[src/rtl/convolution_stage2_if.sv]
// Product/result bundle between the multiplication stage, the accumulation
// stage and the downstream writer.
interface convolution_stage2_if #(
    parameter int CNT_W = 16
) ();
    logic                    in_valid;
    logic                    frame_start;
    logic signed [4:0]       prod1;
    logic signed [4:0]       prod2;
    logic        [5:0]       prod3;
    logic signed [4:0]       prod4;
    logic signed [4:0]       prod5;
    logic signed [7:0]       sum_out;
    logic                    out_valid;
    logic                    edge_flag;
    logic        [CNT_W-1:0] pix_count;

    modport master (
        output in_valid, frame_start, prod1, prod2, prod3, prod4, prod5,
        input  sum_out, out_valid, edge_flag, pix_count
    );

    modport slave (
        input  in_valid, frame_start, prod1, prod2, prod3, prod4, prod5,
        output sum_out, out_valid, edge_flag, pix_count
    );
endinterface

[src/rtl/convolution_stage2.sv]
// Laplacian accumulation stage: two-cycle adder tree, edge threshold flag and
// per-frame result counter. Optional macro CONV2_RELU_EN clamps sum_out at 0.
module convolution_stage2 #(
    parameter int EDGE_THRESH = 32,
    parameter int CNT_W       = 16
) (
    input logic                 clk,
    input logic                 reset_n,
    convolution_stage2_if.slave bus
);
    localparam logic [7:0] THRESH_U = 8'(EDGE_THRESH);

    logic signed [4:0] nb_prod [4];
    logic signed [5:0] pair_next [2];

    logic signed [5:0] a0_reg;
    logic signed [5:0] a1_reg;
    logic        [7:0] a2_reg;
    logic              va_reg;

    logic [7:0]       raw_next;
    logic [7:0]       neg_next;
    logic [6:0]       mag_next;
    logic             edge_next;
    logic [7:0]       sum_next;

    logic [7:0]       sum_reg;
    logic             valid_reg;
    logic             edge_reg;
    logic [CNT_W-1:0] cnt_reg;

    assign nb_prod[0] = bus.prod1;
    assign nb_prod[1] = bus.prod2;
    assign nb_prod[2] = bus.prod4;
    assign nb_prod[3] = bus.prod5;

    genvar gi;
    generate
        for (gi = 0; gi < 2; gi++) begin : g_pair
            assign pair_next[gi] = {nb_prod[2*gi][4], nb_prod[2*gi]}
                                 + {nb_prod[2*gi+1][4], nb_prod[2*gi+1]};
        end
    endgenerate

    // Stage A: bubbles load zeros so stage B never sees stale operands.
    always_ff @(posedge clk or negedge reset_n) begin
        if (!reset_n) begin
            a0_reg <= '0;
            a1_reg <= '0;
            a2_reg <= '0;
            va_reg <= 1'b0;
        end else begin
            va_reg <= bus.in_valid;
            if (bus.in_valid) begin
                a0_reg <= pair_next[0];
                a1_reg <= pair_next[1];
                a2_reg <= {2'b00, bus.prod3};
            end else begin
                a0_reg <= '0;
                a1_reg <= '0;
                a2_reg <= '0;
            end
        end
    end

    // Sum spans -60..+60, so 8 bits never overflow and 7 bits hold |raw|.
    always_comb begin
        raw_next  = {{2{a0_reg[5]}}, a0_reg} + {{2{a1_reg[5]}}, a1_reg} + a2_reg;
        neg_next  = 8'd0 - raw_next;
        mag_next  = raw_next[7] ? neg_next[6:0] : raw_next[6:0];
        edge_next = va_reg && ({1'b0, mag_next} >= THRESH_U);
`ifdef CONV2_RELU_EN
        sum_next  = raw_next[7] ? 8'd0 : raw_next;
`else
        sum_next  = raw_next;
`endif
        if (!va_reg) begin
            sum_next = 8'd0;
        end
    end

    // Stage B plus the counter; frame_start with a completing result starts at 1.
    always_ff @(posedge clk or negedge reset_n) begin
        if (!reset_n) begin
            sum_reg   <= '0;
            valid_reg <= 1'b0;
            edge_reg  <= 1'b0;
            cnt_reg   <= '0;
        end else begin
            sum_reg   <= sum_next;
            valid_reg <= va_reg;
            edge_reg  <= edge_next;
            if (bus.frame_start) begin
                cnt_reg <= va_reg ? CNT_W'(1) : '0;
            end else if (va_reg) begin
                cnt_reg <= cnt_reg + CNT_W'(1);
            end
        end
    end

    assign bus.sum_out   = sum_reg;
    assign bus.out_valid = valid_reg;
    assign bus.edge_flag = edge_reg;
    assign bus.pix_count = cnt_reg;
endmodule
[src/flat_wrapper.sv]
// flat-port wrapper written by rule: the top's interface ports become plain ports
module convolution_stage2_flat 
#(
    parameter int EDGE_THRESH = 32,
    parameter int CNT_W       = 16
)
  (clk, reset_n, bus_in_valid, bus_frame_start, bus_prod1, bus_prod2, bus_prod3, bus_prod4, bus_prod5, bus_sum_out, bus_out_valid, bus_edge_flag, bus_pix_count);
  convolution_stage2_if #(.CNT_W(CNT_W)) bus_i ();
  input logic clk;
  input logic reset_n;
  input wire logic [$bits(bus_i.in_valid)-1:0] bus_in_valid;
  input wire logic [$bits(bus_i.frame_start)-1:0] bus_frame_start;
  input wire logic [$bits(bus_i.prod1)-1:0] bus_prod1;
  input wire logic [$bits(bus_i.prod2)-1:0] bus_prod2;
  input wire logic [$bits(bus_i.prod3)-1:0] bus_prod3;
  input wire logic [$bits(bus_i.prod4)-1:0] bus_prod4;
  input wire logic [$bits(bus_i.prod5)-1:0] bus_prod5;
  output wire logic [$bits(bus_i.sum_out)-1:0] bus_sum_out;
  output wire logic [$bits(bus_i.out_valid)-1:0] bus_out_valid;
  output wire logic [$bits(bus_i.edge_flag)-1:0] bus_edge_flag;
  output wire logic [$bits(bus_i.pix_count)-1:0] bus_pix_count;
  assign bus_i.in_valid = bus_in_valid;
  assign bus_i.frame_start = bus_frame_start;
  assign bus_i.prod1 = bus_prod1;
  assign bus_i.prod2 = bus_prod2;
  assign bus_i.prod3 = bus_prod3;
  assign bus_i.prod4 = bus_prod4;
  assign bus_i.prod5 = bus_prod5;
  assign bus_sum_out = bus_i.sum_out;
  assign bus_out_valid = bus_i.out_valid;
  assign bus_edge_flag = bus_i.edge_flag;
  assign bus_pix_count = bus_i.pix_count;
  convolution_stage2 #(.EDGE_THRESH(EDGE_THRESH), .CNT_W(CNT_W)) u_core (.clk(clk), .reset_n(reset_n), .bus(bus_i));
endmodule
[config.mk]
export PLATFORM = sky130hd
export DESIGN_NAME = convolution_stage2_flat
export DESIGN_NICKNAME = d
export VERILOG_FILES = /design/src/rtl/convolution_stage2_if.sv /design/src/rtl/convolution_stage2.sv /design/src/flat_wrapper.sv
export SDC_FILE = /design/constraint.sdc
export NUM_CORES = 1
export LEC_CHECK = 0
export BUFFER_PORTS_ARGS = -buffer_cell sky130_fd_sc_hd__buf_4
export CAP_MARGIN = 20
export CORE_MARGIN = 10
export CORE_UTILIZATION = 45
export CTS_CLUSTER_DIAMETER = 200
export DETAILED_ROUTE_END_ITERATION = 10
export GPL_TIMING_DRIVEN = 0
export HOLD_SLACK_MARGIN = 0.06
export PLACE_DENSITY = 0.66
export SYNTH_ARGS = -nofsm -noshare
export SYNTH_HDL_FRONTEND = slang
export SYNTH_SLANG_ARGS = --single-unit
[constraint.sdc]
create_clock -name clk -period 3.15 [get_ports clk]
set_input_delay 0.63 -clock clk [delete_from_list [all_inputs] [get_ports clk]]
set_output_delay 0.63 -clock clk [all_outputs]
set_load 0.05 [all_outputs]
Yosys cells after proc, flatten, opt, wreduce, memory -nomap -nowiden
Index checks and enable logic that the tools add are counted.
{"block": "word_totals", "regBits": 45}
{"block": "classes", "n_mux": 8, "n_reduce_logical": 2, "magnitude_cmp": 1, "n_addsub": 6}
{"op": "16-bit 2-to-1 mux", "count": 2}
{"op": "6-bit 2-to-1 mux", "count": 3}
{"op": "16-bit by 1-bit adder with 16-bit output, second input constant", "count": 1}
{"op": "5-bit by 5-bit adder with 6-bit output", "count": 2}
{"op": "7-bit by 7-bit adder with 8-bit output", "count": 1}
{"op": "8-bit 2-to-1 mux", "count": 1}
{"op": "6-bit by 6-bit adder with 7-bit output", "count": 1}
{"op": "7-bit by 6-bit >= comparator with 1-bit output, second input constant", "count": 1}
{"op": "7-bit 2-to-1 mux", "count": 1}
{"op": "1-bit by 7-bit subtractor with 7-bit output, first input constant", "count": 1}
{"op": "2-bit nonzero test", "count": 1}
{"op": "1-bit logical AND", "count": 1}
{"op": "1-bit 2-to-1 mux", "count": 1}

Longest topological paths before layout
{"block": "depth", "depth_word": 6, "ltp_mapped": 12, "ltp_nobuf": 12}

Worst setup path before layout
No wires, ideal clock.
{"block": "synth_path", "path_type": "register to register", "startpoint": "register u_core.a1_reg[0]", "endpoint": "register u_core.edge_reg (netlist: u_core.bus.edge_flag)", "slack_ns": 0.442, "period_less_slack_ns": 2.708, "setup_time_ns": 0.120, "stages_incl_launch_ff": 12, "t_arrival_ns": 2.587, "cell_sequence": "dfrtp_1 > ha_1 > fa_1 > a211o_1 > o211ai_2 > and2_1 > ha_1 > a21oi_1 > nand3_1 > xor2_1 > or3_1 > and4_1"}
{"block": "synth_between", "elab_chain_cells": 6}
{"item": "from (decl)", "line": "convolution_stage2.sv:17", "source": "logic signed [5:0] a1_reg;"}
{"item": "from (signal assigned)", "line": "convolution_stage2.sv:56", "source": "a1_reg <= pair_next[1];"}
{"item": "6-bit by 6-bit adder with 7-bit output *", "line": "convolution_stage2.sv:68", "source": "raw_next = {{2{a0_reg[5]}}, a0_reg} + {{2{a1_reg[5]}}, a1_reg} + a2_reg;"}
{"item": "7-bit by 7-bit adder with 8-bit output *", "line": "convolution_stage2.sv:68"}
{"item": "1-bit by 7-bit subtractor with 7-bit output", "line": "convolution_stage2.sv:69", "source": "neg_next = 8'd0 - raw_next;"}
{"item": "7-bit 2-to-1 mux *", "line": "convolution_stage2.sv:70", "source": "mag_next = raw_next[7] ? neg_next[6:0] : raw_next[6:0];"}
{"item": "7-bit by 6-bit >= comparator with 1-bit output *", "line": "convolution_stage2.sv:71", "source": "edge_next = va_reg && ({1'b0, mag_next} >= THRESH_U);"}
{"item": "1-bit logical AND *", "line": "convolution_stage2.sv:71"}
{"item": "net u_core.edge_next", "line": "convolution_stage2.sv:24", "source": "logic edge_next;"}
{"item": "to (signal assigned)", "line": "convolution_stage2.sv:92", "source": "edge_reg <= edge_next;"}
{"item": "to (decl)", "line": "convolution_stage2.sv:29", "source": "logic edge_reg;"}
The timed path passes the listed nets; every way through them passes the cells marked *.
A chain may end at the register's enable or synchronous reset.

Final worst setup path
Ends and elaborated chain as after synthesis.

==> run metrics <==
status=finished, final reports clean; fmax=0.350 GHz; CP bufs+invs=0; mux contribution to synthesized area=0.00411; wirelength, routed=4.31 mm; crit path to=u_core.bus.edge_flag; Leak Pwr=1.55 nW; final hold vios=0; CP Depth=11; Clock transition at path regs=0.09 ns; top cell type's share of synthesized area=0.462; Worst R2R Path Depth=11; Initial Util=0.471; Async S/R FF share, synth=1.00; RSZ-0062 raised after global routing=no; io pins=56; Ant. Diodes=0; Remaining Overflow, GRT=0; ranking of synthesized cells by area=dfrtp_1 (46%), ha_1 (12%), and2_1 (6.4%); Setup WS post-layout=0.290 ns; nets=337; hold buffers post-CTS=0; post-synth top area cell=dfrtp_1; initial antenna violation count=0; Max transition margin=0.642; Final min period=2.86 ns; period utilization=0.908; required time worst endpoint=3.33 ns; CP Class=flip-flop to flip-flop; largest net degree at the start of global routing=46; max reg flops=16; DP Worst Slack=0.299 ns; r2r endpoint=u_core.bus.edge_flag; Worst Clk Skew=0.0131 ns; number of distinct library cells after synthesis=39; crit-path max FO=4; Post-Synth Simple-Gate Area=0.183; Longest Clk Path Bufs=2; Arrival @ worst endpoint=3.04 ns; H-tree levels=2; DR iter-0 viols=45; postcts setup bufs=0; vias=1689; multi-input logic area=1280 um^2; TritonCTS Buffers=5; worst vdd ir=290 uV; Layout fillers=444; Worst-Margin Slew=0.536 ns; Reg area=1130 um^2; layout cells sized above 1=0.239; antenna-violating nets left=0; Site Rows=26; Setup crit start kind=flip-flop; clk_lat worst skew=0.30 ns; xor/xnor cell area share of the yosys netlist=0.101; cts repair resizes=0; vias per cell=4.83; worst flop-to-flop path startpoint=u_core.a1_reg[0]; crit path from=u_core.a1_reg[0]; fin. max-slew vios=0; Primary FF master, synth=dfrtp_1; complex-gate fraction of the synthesized area=0.0817; Port-buffer cells=54; final setup vio count=0; GP Congestion=0.748; cell area after synthesis=2430 um^2; Setup TNS Final=0 ns; Synth Register Bits=45; Crit path largest cell delay=0.42 ns; DR pass1 iterations=4; GRT Util Overall=0.101; core area=5170 um^2; Power Density=542 nW/um^2; cell count after synthesis=218; register area share after synthesis=0.462; reg-to-reg slack, setup=0.29 ns; Post-Synth Adder-Cell Area=0.156; number of global-route vias before repair=1735; critical path endpoint category=flip-flop; # clock sinks=45; drt drc=0; Vert. Die Dim=93.6 um; Avg Cell Area, Syn=11.2 um^2; Layout Utilization=0.592; Largest delay share family, worst path=adder cells; Die Wd=93.6 um; Area Overhead vs Synth=25.7%; Post-synth EDFFs=0; worst min-delay path category=input port to asynchronous set/reset pin; Syn Nets=276; CTS tree=yes; global-route wire length before repair=7.33 mm; Max-Cap Viols=0; CTS root buf=clkbuf_8; synth warn=0; wire length per cell=12.3 um; largest family of logic cells by synthesized area=simple AND/OR/NAND/NOR gates; DIE AREA=8750 um^2; CP dominant cell by count=ha_1; crit path cell chain=ha_1, fa_1, a211o_1, o211ai_2, and2_1, ha_1, a21oi_1, nand3_1, xor2_1, or3_1, and4_1; Max stage delay cell, worst path=fa_1; DP Wirelength=3.44 mm
==> cells by family (layout without fill, tap and decap cells) <==
logic type | Yosys count | count (layout)
AOI/OAI and AO/OA | 28 | 28
xor gates and xnor gates | 28 | 28
adders and majority gates | 28 | 28
buffers and inverters | 7 | 69
DFF | 45 | 45
muxes | 1 | 1
and+or+nand+nor | 81 | 81
==> where the power goes <==
part | switching [mW] | total, mW | internal [mW]
logic | 0.300 | 0.505 | 0.206
registers | 0.0217 | 0.653 | 0.631
clock network | 0.185 | 0.500 | 0.315
==> stage by stage <==
step	area (um^2)	std cells	power, mW	hold WS [ns]
2_1_floorplan	2430	218	1.03	0.334
3_3_place_gp	2930	342	1.17	0.515
3_5_place_dp	2930	342	1.18	0.513
4_1_cts	3060	350	1.68	0.330
5_1_grt	3060	350	1.76	0.353
6_report	3060	350	1.66	0.315
==> worst min path at each step <==
stage / slack (ns) / depth (start not counted) / startpoint / endpoint
2_1_floorplan: 0.33 / 0 / reset_n / u_core.a0_reg[0]
3_3_place_gp: 0.51 / 0 / u_core.va_reg / u_core.bus.out_valid
3_5_place_dp: 0.51 / 0 / u_core.va_reg / u_core.bus.out_valid
4_1_cts: 0.33 / 1 / reset_n / u_core.bus.out_valid
5_1_grt: 0.35 / 1 / reset_n / u_core.bus.pix_count[2]
6_report: 0.32 / 1 / reset_n / u_core.bus.out_valid
==> synthesized netlist by cell type (2+ instances only) <==
master     count
a21o_1         5
inv_1          3
dfrtp_1       45
nor2b_1        4
nand2b_1       2
nand3_1        4
xor2_1        16
clkbuf_1       3
fa_1           4
nand4_1        4
ha_1          24
o21bai_1       2
o2111ai_1      2
a21oi_1        9
nand2_1        5
nor2_1        24
and4_1         3
and3_1         3
and2_1        25
xnor2_1       12
==> worst register-to-register path: cells and delay by family (launching register included) <==
| family | cells | cell delay (ns) |
|---|---|---|
| xor+xnor | 1 | 0.19 |
| fa+ha+maj | 3 | 0.89 |
| simple gates | 4 | 0.80 |
| compound gates | 3 | 0.51 |
| flops | 1 | 0.37 |
==> final cells by class <==
cell class / count / share of cell area
Buffer: 4 / 0.00531
Clock buffer: 5 / 0.0225
Clock inverter: 3 / 0.0213
Inverter: 3 / 0.00368
Multi-Input combinational cell: 166 / 0.418
Sequential cell: 45 / 0.368
Tap cell: 70 / 0.0286
Timing Repair Buffer: 54 / 0.132
==> metal layers <==
metal / wire length (um) / part of all wire / global-route usage / up-vias
met5: 0 / 0 / 0 / -
met4: 68 / 0.016 / 0.0380 / 0
met3: 401 / 0.093 / 0.0440 / 6
met2: 1870 / 0.43 / 0.158 / 46
met1: 1980 / 0.46 / 0.118 / 769
li1: - / - / - / 868
==> layout by cell type (no fill, tap or decap), drive strengths merged, types with 3 or more instances in the layout <==
cell    instances
buf            55
nor2b           4
and3            3
xor2           16
nand2           5
and4            3
xnor2          12
clkbuf          8
nand4           4
a21o            5
inv             3
dfrtp          45
nand3           4
a21oi          10
and2           26
nor2           24
ha             24
fa              4
Power figures use the tool's default switching activity.
